## src/rtl/rom_port_arbiter_if.sv

```systemverilog
// Memory-side port of rom_port_arbiter: request/ack handshake toward the ROM memory controller.
interface rom_port_arbiter_if #(
    parameter int AW = 18
);
    logic          MEMRQ;
    logic          MEMWE;
    logic [AW-1:0] MEMA;
    logic [7:0]    MEMWD;
    logic          MEMACK;
    logic [7:0]    MEMRD;

    modport master (
        output MEMRQ, MEMWE, MEMA, MEMWD,
        input  MEMACK, MEMRD
    );

    modport slave (
        input  MEMRQ, MEMWE, MEMA, MEMWD,
        output MEMACK, MEMRD
    );
endinterface

```

## src/rtl/rom_port_arbiter.sv

```systemverilog
// Shares one program-ROM memory port between Z80 reads and the ROM download writer.
// Optional macro ROM_CACHE_EN: keep the read tag valid across CPURD deassertion.
module rom_port_arbiter #(
    parameter int            AW        = 18,
    parameter logic [AW-1:0] BANK_BASE = 'h10000
) (
    input  logic          CLK,
    input  logic          RESET_N,
    input  logic          CPURD,
    input  logic [15:0]   CPUAD,
    input  logic [2:0]    ROMBK,
    output logic          ROMDV,
    output logic [7:0]    ROMDT,
    output logic          CPUWAIT,
    input  logic          DLEN,
    input  logic          DLWR,
    input  logic [AW-1:0] DLAD,
    input  logic [7:0]    DLDT,
    output logic          DLOVF,
    rom_port_arbiter_if.master mem
);

    typedef enum logic [1:0] {IDLE, READ, WRITE} state_t;

    state_t        state, state_nx;
    logic [AW-1:0] pa;
    logic [AW-1:0] rd_pa;
    logic          rd_val;
    logic          hit;
    logic [AW-1:0] wb_addr;
    logic [7:0]    wb_data;
    logic          wb_full;
    logic          dl_load;
    logic          issue_rd, issue_wr, rd_done, wr_done;

    always_comb begin
        ROMDV = (CPUAD < 16'hE000);
        if (CPUAD < 16'hC000)
            pa = AW'(CPUAD);
        else
            pa = BANK_BASE + AW'({ROMBK, CPUAD[12:0]});
        hit     = rd_val && (rd_pa == pa);
        CPUWAIT = CPURD & ROMDV & ~hit;
        dl_load = DLEN & DLWR & ~wb_full;
    end

    // A download strobe arriving in IDLE holds off a read miss so the write goes first.
    always_comb begin
        state_nx = state;
        issue_rd = 1'b0;
        issue_wr = 1'b0;
        rd_done  = 1'b0;
        wr_done  = 1'b0;
        case (state)
            IDLE: begin
                if (wb_full) begin
                    state_nx = WRITE;
                    issue_wr = 1'b1;
                end else if (CPUWAIT && !dl_load) begin
                    state_nx = READ;
                    issue_rd = 1'b1;
                end
            end
            READ: begin
                if (mem.MEMACK) begin
                    state_nx = IDLE;
                    rd_done  = 1'b1;
                end
            end
            WRITE: begin
                if (mem.MEMACK) begin
                    state_nx = IDLE;
                    wr_done  = 1'b1;
                end
            end
            default: state_nx = IDLE;
        endcase
    end

    always_ff @(posedge CLK or negedge RESET_N) begin
        if (!RESET_N)
            state <= IDLE;
        else
            state <= state_nx;
    end

    always_ff @(posedge CLK or negedge RESET_N) begin
        if (!RESET_N) begin
            mem.MEMRQ <= 1'b0;
            mem.MEMWE <= 1'b0;
            mem.MEMA  <= '0;
            mem.MEMWD <= '0;
        end else if (issue_wr) begin
            mem.MEMRQ <= 1'b1;
            mem.MEMWE <= 1'b1;
            mem.MEMA  <= wb_addr;
            mem.MEMWD <= wb_data;
        end else if (issue_rd) begin
            mem.MEMRQ <= 1'b1;
            mem.MEMWE <= 1'b0;
            mem.MEMA  <= pa;
        end else if (rd_done || wr_done) begin
            mem.MEMRQ <= 1'b0;
        end
    end

    always_ff @(posedge CLK or negedge RESET_N) begin
        if (!RESET_N) begin
            wb_full <= 1'b0;
            wb_addr <= '0;
            wb_data <= '0;
            DLOVF   <= 1'b0;
        end else begin
            if (DLEN && DLWR && wb_full)
                DLOVF <= 1'b1;
            if (dl_load) begin
                wb_full <= 1'b1;
                wb_addr <= DLAD;
                wb_data <= DLDT;
            end else if (wr_done) begin
                wb_full <= 1'b0;
            end
        end
    end

    always_ff @(posedge CLK or negedge RESET_N) begin
        if (!RESET_N) begin
            rd_pa  <= '0;
            rd_val <= 1'b0;
            ROMDT  <= '0;
        end else if (issue_rd) begin
            rd_pa  <= pa;
            rd_val <= 1'b0;
        end else if (rd_done) begin
            ROMDT  <= mem.MEMRD;
            rd_val <= 1'b1;
        end else if (wr_done && (wb_addr == rd_pa)) begin
            rd_val <= 1'b0;
        end
`ifdef ROM_CACHE_EN
`else
        else if (!CPURD) begin
            rd_val <= 1'b0;
        end
`endif
    end

endmodule

```

## src/flat_wrapper.sv

```systemverilog
// flat-port wrapper written by rule: the top's interface ports become plain ports
module rom_port_arbiter_flat 
#(
    parameter int            AW        = 18,
    parameter logic [AW-1:0] BANK_BASE = 'h10000
)
  (CLK, RESET_N, CPURD, CPUAD, ROMBK, ROMDV, ROMDT, CPUWAIT, DLEN, DLWR, DLAD, DLDT, DLOVF, mem_MEMRQ, mem_MEMWE, mem_MEMA, mem_MEMWD, mem_MEMACK, mem_MEMRD);
  rom_port_arbiter_if #(.AW(AW)) mem_i ();
  input  logic CLK;
  input  logic RESET_N;
  input  logic CPURD;
  input  logic [15:0] CPUAD;
  input  logic [2:0] ROMBK;
  output logic ROMDV;
  output logic [7:0] ROMDT;
  output logic CPUWAIT;
  input  logic DLEN;
  input  logic DLWR;
  input  logic [AW-1:0] DLAD;
  input  logic [7:0] DLDT;
  output logic DLOVF;
  output wire logic [$bits(mem_i.MEMRQ)-1:0] mem_MEMRQ;
  output wire logic [$bits(mem_i.MEMWE)-1:0] mem_MEMWE;
  output wire logic [$bits(mem_i.MEMA)-1:0] mem_MEMA;
  output wire logic [$bits(mem_i.MEMWD)-1:0] mem_MEMWD;
  input wire logic [$bits(mem_i.MEMACK)-1:0] mem_MEMACK;
  input wire logic [$bits(mem_i.MEMRD)-1:0] mem_MEMRD;
  assign mem_MEMRQ = mem_i.MEMRQ;
  assign mem_MEMWE = mem_i.MEMWE;
  assign mem_MEMA = mem_i.MEMA;
  assign mem_MEMWD = mem_i.MEMWD;
  assign mem_i.MEMACK = mem_MEMACK;
  assign mem_i.MEMRD = mem_MEMRD;
  rom_port_arbiter #(.AW(AW), .BANK_BASE(BANK_BASE)) u_core (.CLK(CLK), .RESET_N(RESET_N), .CPURD(CPURD), .CPUAD(CPUAD), .ROMBK(ROMBK), .ROMDV(ROMDV), .ROMDT(ROMDT), .CPUWAIT(CPUWAIT), .DLEN(DLEN), .DLWR(DLWR), .DLAD(DLAD), .DLDT(DLDT), .DLOVF(DLOVF), .mem(mem_i));
endmodule
```

## config.mk

```make
export PLATFORM = sky130hd
export DESIGN_NAME = rom_port_arbiter_flat
export DESIGN_NICKNAME = d
export VERILOG_FILES = /design/src/rtl/rom_port_arbiter_if.sv /design/src/rtl/rom_port_arbiter.sv /design/src/flat_wrapper.sv
export SDC_FILE = /design/constraint.sdc
export NUM_CORES = 1
export LEC_CHECK = 0
export CAP_MARGIN = 20
export CELL_PAD_IN_SITES_DETAIL_PLACEMENT = 0
export CELL_PAD_IN_SITES_GLOBAL_PLACEMENT = 2
export CORE_MARGIN = 2
export CORE_UTILIZATION = 35
export CTS_BUF_LIST = sky130_fd_sc_hd__clkbuf_8
export DETAILED_ROUTE_END_ITERATION = 8
export PLACE_DENSITY_LB_ADDON = 0.15
export SYNTH_ARGS = -nofsm -noshare
export SYNTH_HDL_FRONTEND = slang
export SYNTH_SLANG_ARGS = --single-unit
export TNS_END_PERCENT = 1
```

## constraint.sdc

```tcl
create_clock -name CLK -period 3.7 [get_ports CLK]
set_clock_uncertainty 0.05 [all_clocks]
set_input_delay 0.74 -clock CLK [delete_from_list [all_inputs] [get_ports CLK]]
set_output_delay 0.74 -clock CLK [all_outputs]
set_load 0.005 [all_outputs]
```

# Word level (Yosys, flattened, before mapping)
# Cells that the tools add are included.
dict set report totals {
  register_bits 85
  latchBits 0
  mem_bits_rw 0
  rom_bits 0
  inputBits 59
  out_inout_bits 39
  wordCells 69
  n_memories 0
}
dict set report classes {
  addsub 1
  multipliers 0
  div_mod_pow 0
  n_lt_le_gt_ge 2
  n_eq_ne 7
  shifts 0
  n_mux 26
  n_bitwise 7
  n_reduce_logical 14
}
# cell n
set ops {}
lappend ops {{two-way mux 18 bit} 3}
lappend ops {{== test 18 bit} 2}
lappend ops {{< comparator 16 bit, second input constant} 2}
lappend ops {{two-way mux 1 bit} 19}
lappend ops {{adder 17 x 16 -> 18 bit, first input constant} 1}
lappend ops {{two-way mux 2 bit} 3}
lappend ops {{logical AND 1 bit} 5}
lappend ops {{AND 1 bit} 4}
lappend ops {{!= test 4 x 1 -> 1 bit, second input constant} 1}
lappend ops {{case mux 2 bit (2 select lines)} 1}
lappend ops {{AND reduction 2 bit} 2}
lappend ops {{nonzero test 2 bit} 2}
lappend ops {{!= test 3 x 1 -> 1 bit, second input constant} 1}
lappend ops {{NOT 1 bit} 3}
lappend ops {{nonzero test 3 bit} 1}
lappend ops {{== test 2 x 1 -> 1 bit, second input constant} 1}
lappend ops {{== test 2 bit, second input constant} 1}
lappend ops {{logical NOT 2 bit} 1}
lappend ops {{!= test 2 x 1 -> 1 bit, second input constant} 1}
lappend ops {{OR reduction 2 bit} 1}
lappend ops {{logical NOT 1 bit} 1}
lappend ops {{logical OR 1 bit} 1}

# Longest topological paths before layout
# Gate-level depths: netlist of run 1.
dict set report logic_depth {
  word_depth 12
  mapped_depth 9
  ltp_nobuf 7
}

# Worst setup path after synthesis of run 1
# No wires, ideal clock.
dict set report synth_timing {
  path_type {input port to output port}
  start {input port CPUAD[15]}
  end {output port CPUWAIT}
  arrival_time_ns 1.848
  required_ns 2.910
  slack_ns 1.062
  stages 7
  cell_sequence {buf_4 > a21o_1 > a211oi_1 > nand4_1 > or2_2 > nor2_1 > nor2_1}
}
dict set report synth_between {
  elab_chain_cells 6
}
# element line
set synth_lines {}
lappend synth_lines {{start: declaration} flat_wrapper.sv:12} ;# input logic [15:0] CPUAD;
lappend synth_lines {{< comparator 16 bit} rom_port_arbiter.sv:38} ;# if (CPUAD < 16'hC000)
lappend synth_lines {{two-way mux 18 bit} rom_port_arbiter.sv:38}
lappend synth_lines {{== test 18 bit} rom_port_arbiter.sv:42} ;# hit = rd_val && (rd_pa == pa);
lappend synth_lines {{logical AND 1 bit} rom_port_arbiter.sv:42}
lappend synth_lines {{NOT 1 bit} rom_port_arbiter.sv:43} ;# CPUWAIT = CPURD & ROMDV & ~hit;
lappend synth_lines {{AND 1 bit *} rom_port_arbiter.sv:43}
lappend synth_lines {{end: declaration} flat_wrapper.sv:16} ;# output logic CPUWAIT;
# Mark *: on every way between the ends. The rest lies on a longest branch, timed or not.

# Worst setup path in the final report of run 1
dict set report layout_timing {
  start {input port CPUAD[4]}
  end {output port CPUWAIT}
}
dict set report layout_between {
  elab_chain_cells 6
}
# element line
set layout_lines {}
lappend layout_lines {{adder 17 x 16 -> 18 bit or < comparator 16 bit (tied branches)} {rom_port_arbiter.sv:41, rom_port_arbiter.sv:38}}
lappend layout_lines {{two-way mux 18 bit} rom_port_arbiter.sv:38}
lappend layout_lines {{== test 18 bit} rom_port_arbiter.sv:42}
lappend layout_lines {{logical AND 1 bit} rom_port_arbiter.sv:42}
lappend layout_lines {{NOT 1 bit} rom_port_arbiter.sv:43}
lappend layout_lines {{AND 1 bit *} rom_port_arbiter.sv:43}
# Marks and branches as above.

==> results of run 1 <==
==> cells by family (layout without fill, tap and decap cells) <==
logic type	count (synthesis)	count (layout)
simple gates	86	86
compound gates	54	54
fa+ha+maj	3	3
buf+inv	21	137
mux	48	48
xor+xnor	32	32
flops	84	84
==> power groups by stage <==
stage	logic, µW	clock network [µW]	registers, µW
CTS	1730	711	1710
finish	1680	688	1710
global placement	1680	0	1720
floorplan	968	0	1670
global route	1890	742	1770
detailed placement	1700	0	1730
==> stage by stage <==
step                      setup TNS (ns)  std cells  power (µW)  area (µm²)
after floorplan                        0        328        2640        3840
after global placement            -0.136        567        3390        5040
after detailed placement          -0.145        567        3430        5040
after CTS                              0        583        4150        5270
after global routing                   0        584        4400        5280
final                                  0        584        4070        5280
==> area by class of cell <==
cell class	instances	area [µm²]	area share, %
clock buffer	11	151	2.87
clock inverter	5	60.1	1.14
inverter	6	22.5	0.426
multi-input combinational	223	1650	31.3
sequential	84	2100	39.8
tap	140	175	3.32
timing repair buffer	115	1120	21.2
==> flip-flops by register name, indices dropped and copies added, names as in the netlist, 2 cells and up <==
name	flops
u_core.ROMDT	8
u_core.rd_pa	17
u_core.mem.MEMWD	8
u_core.wb_data	8
u_core.state	2
u_core.mem.MEMA	18
u_core.wb_addr	18
==> synth_stat cells (2+ instances only) <==
master	instances
dfrtp_1	84
mux2_2	47
nand2_1	47
xor2_1	24
o21ai_0	20
a22oi_1	13
xnor2_1	8
nor2_1	7
inv_1	6
nor4_1	6
clkbuf_1	5
a21oi_1	4
buf_2	4
nand2b_1	4
nand3_1	4
o21bai_1	4
a221o_1	3
buf_1	3
ha_1	3
nand4_1	3
nor2b_1	3
nor3_1	3
a22o_1	2
and3_1	2
buf_6	2
==> cell usage in the layout (no fill, tap or decap), drive strengths merged, types with 4 or more instances in the layout <==
cell type / n
clkdlybuf4s50: 94
dfrtp: 84
nand2: 48
mux2: 47
xor2: 24
o21ai: 20
buf: 19
a22oi: 13
clkbuf: 11
xnor2: 8
nor2: 8
inv: 6
nor4: 6
nand3: 4
nand2b: 4
a21oi: 4
o21bai: 4
==> path summary, 6_finish.rpt <==
kind	slack, ns	cells after the start	start	to
max	0.37	9	CPUAD[4]	CPUWAIT
min in group CLK	0.42	2	u_core.wb_data[4]	u_core.mem.MEMWD[4]
min reg2reg	0.42	2	u_core.wb_data[4]	u_core.mem.MEMWD[4]
max reg2reg	1.30	8	u_core.rd_pa[4]	u_core.mem.MEMA[14]
min	0.32	2	RESET_N	u_core.wb_addr[5]
max in group asynchronous	2.87	2	RESET_N	u_core.rd_pa[13]
==> worst reg2reg max path, stage by stage (launching register included) <==
cell     delay, ns
dfrtp_1       0.43
xor2_1        0.16
nor4_2        0.31
buf_4         0.15
nand4_1       0.13
o31a_2        0.37
buf_4         0.22
and3_1        0.21
a221o_1       0.25
==> timing repair <==
| action | in CTS | in global routing |
|---|---|---|
| pin swaps | 1 | 2 |
| hold buffers | 0 | 0 |
| buffers inserted | 0 | 1 |
| gates resized for setup | 4 | 2 |
| setup endpoints to repair | 1 | 1 |
==> per-layer routing <==
metal  vias up  wire [µm]  global-route usage (%)
li1       1364          -                       -
met5         -          0                       0
met1      1374       4180                    21.3
met4         0        172                    6.78
met2        69       4330                    26.2
met3        13        526                    4.36
==> results_dict.tcl, run 1 <==
set metrics [dict create \
    status "finished, final reports clean" \
    start_util_pct 35.6 \
    cp_cell_sequence "clkdlybuf4s50_1, xor2_1, nor4_2, buf_4, nand4_1, or2_4, nor2_2, nor2_1, dlymetal6s2s_1" \
    async_flop_share_pct 100 \
    synth-simple-area-share_pct 10.6 \
    drt_wl_total_mm 9.21 \
    dpl.hpwl_mm 6.38 \
    grt_pass1_wl_mm 14.7 \
    wl_per_cell_um 15.8 \
    grtUsageTotal_pct 16.5 \
    ios 98 \
    required_ns 2.91 \
    period_needed_ns 3.33 \
    ys_seq_elements 84 \
    cpPeakStageDelay_ns 0.43 \
    cts_tree "built" \
    ctsLongestPathBuffers 2 \
    p_int_uw 2680 \
    grt_overflow_total 0 \
    slowest_stage "clkdlybuf4s50_1" \
    slew_headroom_pct 39.1 \
    grt_pass1_vias 2944 \
    yosys_most_used_dff "dfrtp_1" \
    drt_iter0_drc 116 \
    holdWs_ns 0.324 \
    p_switching_uw 1390 \
    dpl_worst_slack_ns -0.145 \
    synth_top_area_cell "dfrtp_1" \
    synth_nets 390 \
    core_um2 10800 \
    setup_viol 0 \
    final_util_pct 49.0 \
    synth_xor_area_share_pct 7.30 \
    die_w_um 109 \
    swShare_pct 34.2 \
    synth_area_leaders "dfrtp_1 (55%), mux2_2 (14%), xor2_1 (5.5%), nand2_1 (4.6%), o21ai_0 (2.6%)" \
    tightestPinTransition_ns 0.911 \
    rows 38 \
    cp-end-kind "output port" \
    final_nets 501 \
    syn_inst 328 \
    synth_area_um2 3840 \
    ys_seq_area_share_pct 54.8 \
    dr.pass1.iters 4 \
    syn_area_per_cell_um2 11.7 \
    synth_warnings 0 \
    period_share_pct 90.0 \
    drc 0 \
    crit_path_max_fanout 2 \
    die_h_um 109 \
    numCtsBuffers 9 \
    syn2layout_area_growth_pct 37.6 \
    leakagePower_uw 0.00228 \
    synth_cell_types 42 \
    routabilityCongestion 0.769 \
    p_comb_share_pct 41.1 \
    cp.arrival_ns 2.54 \
    clk_latency_ns 0.36 \
    hp-class "in2async" \
    power.share.clock_pct 16.9 \
    grt_max_degree 85 \
    cts.clk_slew.worst_paths_ns 0.09 \
    drtAntennaViolNets 0 \
    finalMaxSlewViolations 0 \
    via_count 2820 \
    synth.area.mux_share_pct 14.0 \
    crit_type "in2out" \
    cp_num_buf_inv 3 \
    fin_ws_ns 0.369 \
    cp_top_family "simple AND/OR/NAND/NOR gates" \
    power_density_nw_per_um2 771 \
    synth_compound_area_share_pct 9.62 \
    finalHoldViolCount 0 \
    drive_gt1_share_pct 20.7 \
    htree_levels 3 \
    antenna_found_initial 0 \
    synth_top_family_by_area "multiplexers" \
    fp.dieArea_um2 11800 \
    synthAdderAreaFrac_pct 0.978 \
    cp-start-kind "primary input" \
    routed_via_density 4.83 \
    cts_sinks 84 \
    fillers 1045 \
    root_buffer "clkbuf_8" \
    port_buffers 97 \
    seq_power_share_pct 42.0 \
    peakVddDrop_mv 0.349 \
    rsz0062_at_grt "no" \
    synth_edf_count 0 \
    max_freq_mhz 300 \
    antenna-diode-count 0 \
    synth_top_cell_area_share_pct 54.8 \
    max_cap_violations 0 \
]
Power figures use the tool's default switching activity.
==> run 2: changes to the inputs <==
Settings changed: REMOVE_ABC_BUFFERS set to 1.
==> run 2 against run 1 <==
Effect of this change: setup slack better by 0.042 ns; clock power is 3.3% higher; count of clock-buffer cells in the layout is 2 lower; maximum frequency is 1.3% higher; total power is 1.1% higher; design area hardly changed; cell count is 0.17% higher; combinational power hardly changed; critical path type unchanged; largest cell class unchanged; die area stayed put; largest power group unchanged; sequential power hardly changed.
==> results_dict.tcl, run 2 (synthesized netlist as in run 1, its figures left out) <==
set metrics [dict create \
    crit_path_max_fanout 3 \
    reg2reg_slack_ns 1.33 \
    max_freq_mhz 304 \
    cp-end-kind "output port" \
    fillers 997 \
    drt_iter0_drc 93 \
    cts_sinks 84 \
    ctsLongestPathBuffers 2 \
    core_um2 10800 \
    hp-class "in2async" \
    p_comb_share_pct 41.2 \
    period_needed_ns 3.29 \
    power.share.clock_pct 17.3 \
    cp.arrival_ns 2.50 \
    routabilityCongestion 0.797 \
    reg_top3 "u_core.mem.MEMA: 18 flops, u_core.wb_addr: 18 flops, u_core.rd_pa: 17 flops" \
    rsz0062_at_grt "no" \
    routed_via_density 4.76 \
    die_w_um 109 \
    drive_gt1_share_pct 20.4 \
    numCtsBuffers 9 \
    status "finished, final reports clean" \
    leakagePower_uw 0.00229 \
    die_h_um 109 \
    max_cap_violations 0 \
    grt_max_degree 35 \
    ios 98 \
    root_buffer "clkbuf_8" \
    wl_per_cell_um 15.7 \
    crit_type "in2out" \
    port_buffers 97 \
    swShare_pct 34.0 \
    required_ns 2.91 \
    grt_pass1_vias 2906 \
    dpl.hpwl_mm 6.53 \
    cts.clk_slew.worst_paths_ns 0.09 \
    peakVddDrop_mv 0.296 \
    cts_setup_buffers 0 \
    final_nets 502 \
    layout_common_cells "clkdlybuf4s50_1 (93), dfrtp_1 (84), nand2_1 (47), mux2_2 (47), xor2_1 (24)" \
    fin_ws_ns 0.411 \
    cp-start-kind "primary input" \
    syn2layout_area_growth_pct 37.7 \
    grtUsageTotal_pct 16.4 \
    finalMaxSlewViolations 0 \
    final_common_cell "clkdlybuf4s50_1" \
    p_int_uw 2720 \
    via_count 2783 \
    drtAntennaViolNets 0 \
    seq_power_share_pct 41.6 \
    htree_levels 3 \
    power_density_nw_per_um2 779 \
    fin_tns_setup_ns 0 \
    dr.pass1.iters 4 \
    setup_viol 0 \
    period_share_pct 88.9 \
    drt_wl_total_mm 9.17 \
    slew_headroom_pct 31.0 \
    drc 0 \
    antenna-diode-count 0 \
    finalHoldViolCount 0 \
    dpl_worst_slack_ns -0.113 \
    grt_overflow_total 0 \
    start_util_pct 35.6 \
    p_switching_uw 1400 \
    ctsHoldBuffers 0 \
    rows 38 \
    grt_pass1_wl_mm 14.7 \
    clk_latency_ns 0.35 \
    cts_tree "built" \
    tightestPinTransition_ns 1.03 \
    antenna_found_initial 0 \
    fp.dieArea_um2 11800 \
]
==> run 2: per-layer routing <==
layer / wire length (µm) / global-route usage (%)
met5: 0 / 0
met4: 79 / 3.30
met3: 517 / 5.26
met2: 4430 / 27.5
met1: 4140 / 20.9
==> run 2: cell type report <==
type                       count  area (µm²)  share of cell area, %
tap                          140         175                   3.31
clock buffer                   9         124                   2.34
inverter                       6        22.5                  0.426
sequential                    84        2100                   39.8
clock inverter                 7        91.3                   1.73
timing repair buffer         116        1120                   21.2
multi-input combinational    223        1650                   31.2
==> run 2: worst max-delay path, stage by stage <==
cell	delay, ns
clkdlybuf4s50_1	0.45
xor2_1	0.19
nor4_2	0.27
buf_4	0.16
nand4_1	0.12
or2_4	0.28
nor2_2	0.10
nor2_1	0.05
dlymetal6s2s_1	0.14
==> run 2: path summary, 6_finish.rpt <==
path	start	to	depth (start not counted)
max reg2reg	u_core.rd_pa[5]	u_core.mem.MEMA[14]	8
min	RESET_N	u_core.wb_addr[14]	1
max in group asynchronous	RESET_N	u_core.mem.MEMA[0]	2
min in group CLK	u_core.wb_data[0]	u_core.mem.MEMWD[0]	2
max	CPUAD[3]	CPUWAIT	9
min reg2reg	u_core.wb_data[0]	u_core.mem.MEMWD[0]	2
==> run 2: timing repair <==
item,in CTS,in global routing
endpoints found under the setup margin,1,1
pin swaps,2,3
resized for setup,2,5
==> run 2: stage by stage <==
stage          cell area, µm²  hold WS, ns  cells  power [µW]  utilization, %
6_report                 5290        0.263    585        4120            49.0
5_1_grt                  5290        0.286    585        4440            49.0
4_1_cts                  5270        0.268    585        4180            48.8
3_5_place_dp             5040        0.402    569        3440            46.7
3_3_place_gp             5040        0.392    569        3410            46.7
2_1_floorplan            3760        0.383    313        2590               -
==> run 2: power by group through the flow <==
| stage | Clock (µW) | Sequential (µW) | Combinational [µW] |
|---|---|---|---|
| after detailed placement | 0 | 1730 | 1710 |
| after CTS | 737 | 1710 | 1730 |
| after global placement | 0 | 1710 | 1690 |
| after global routing | 773 | 1770 | 1890 |
| final | 711 | 1710 | 1690 |
| after floorplan | 0 | 1680 | 917 |
==> run 3: changes to the inputs <==
Settings changed: CTS_CLUSTER_SIZE set to 30.
==> results of run 3 <==
No change in the layout: final DEF, timing and power equal those of run 2.
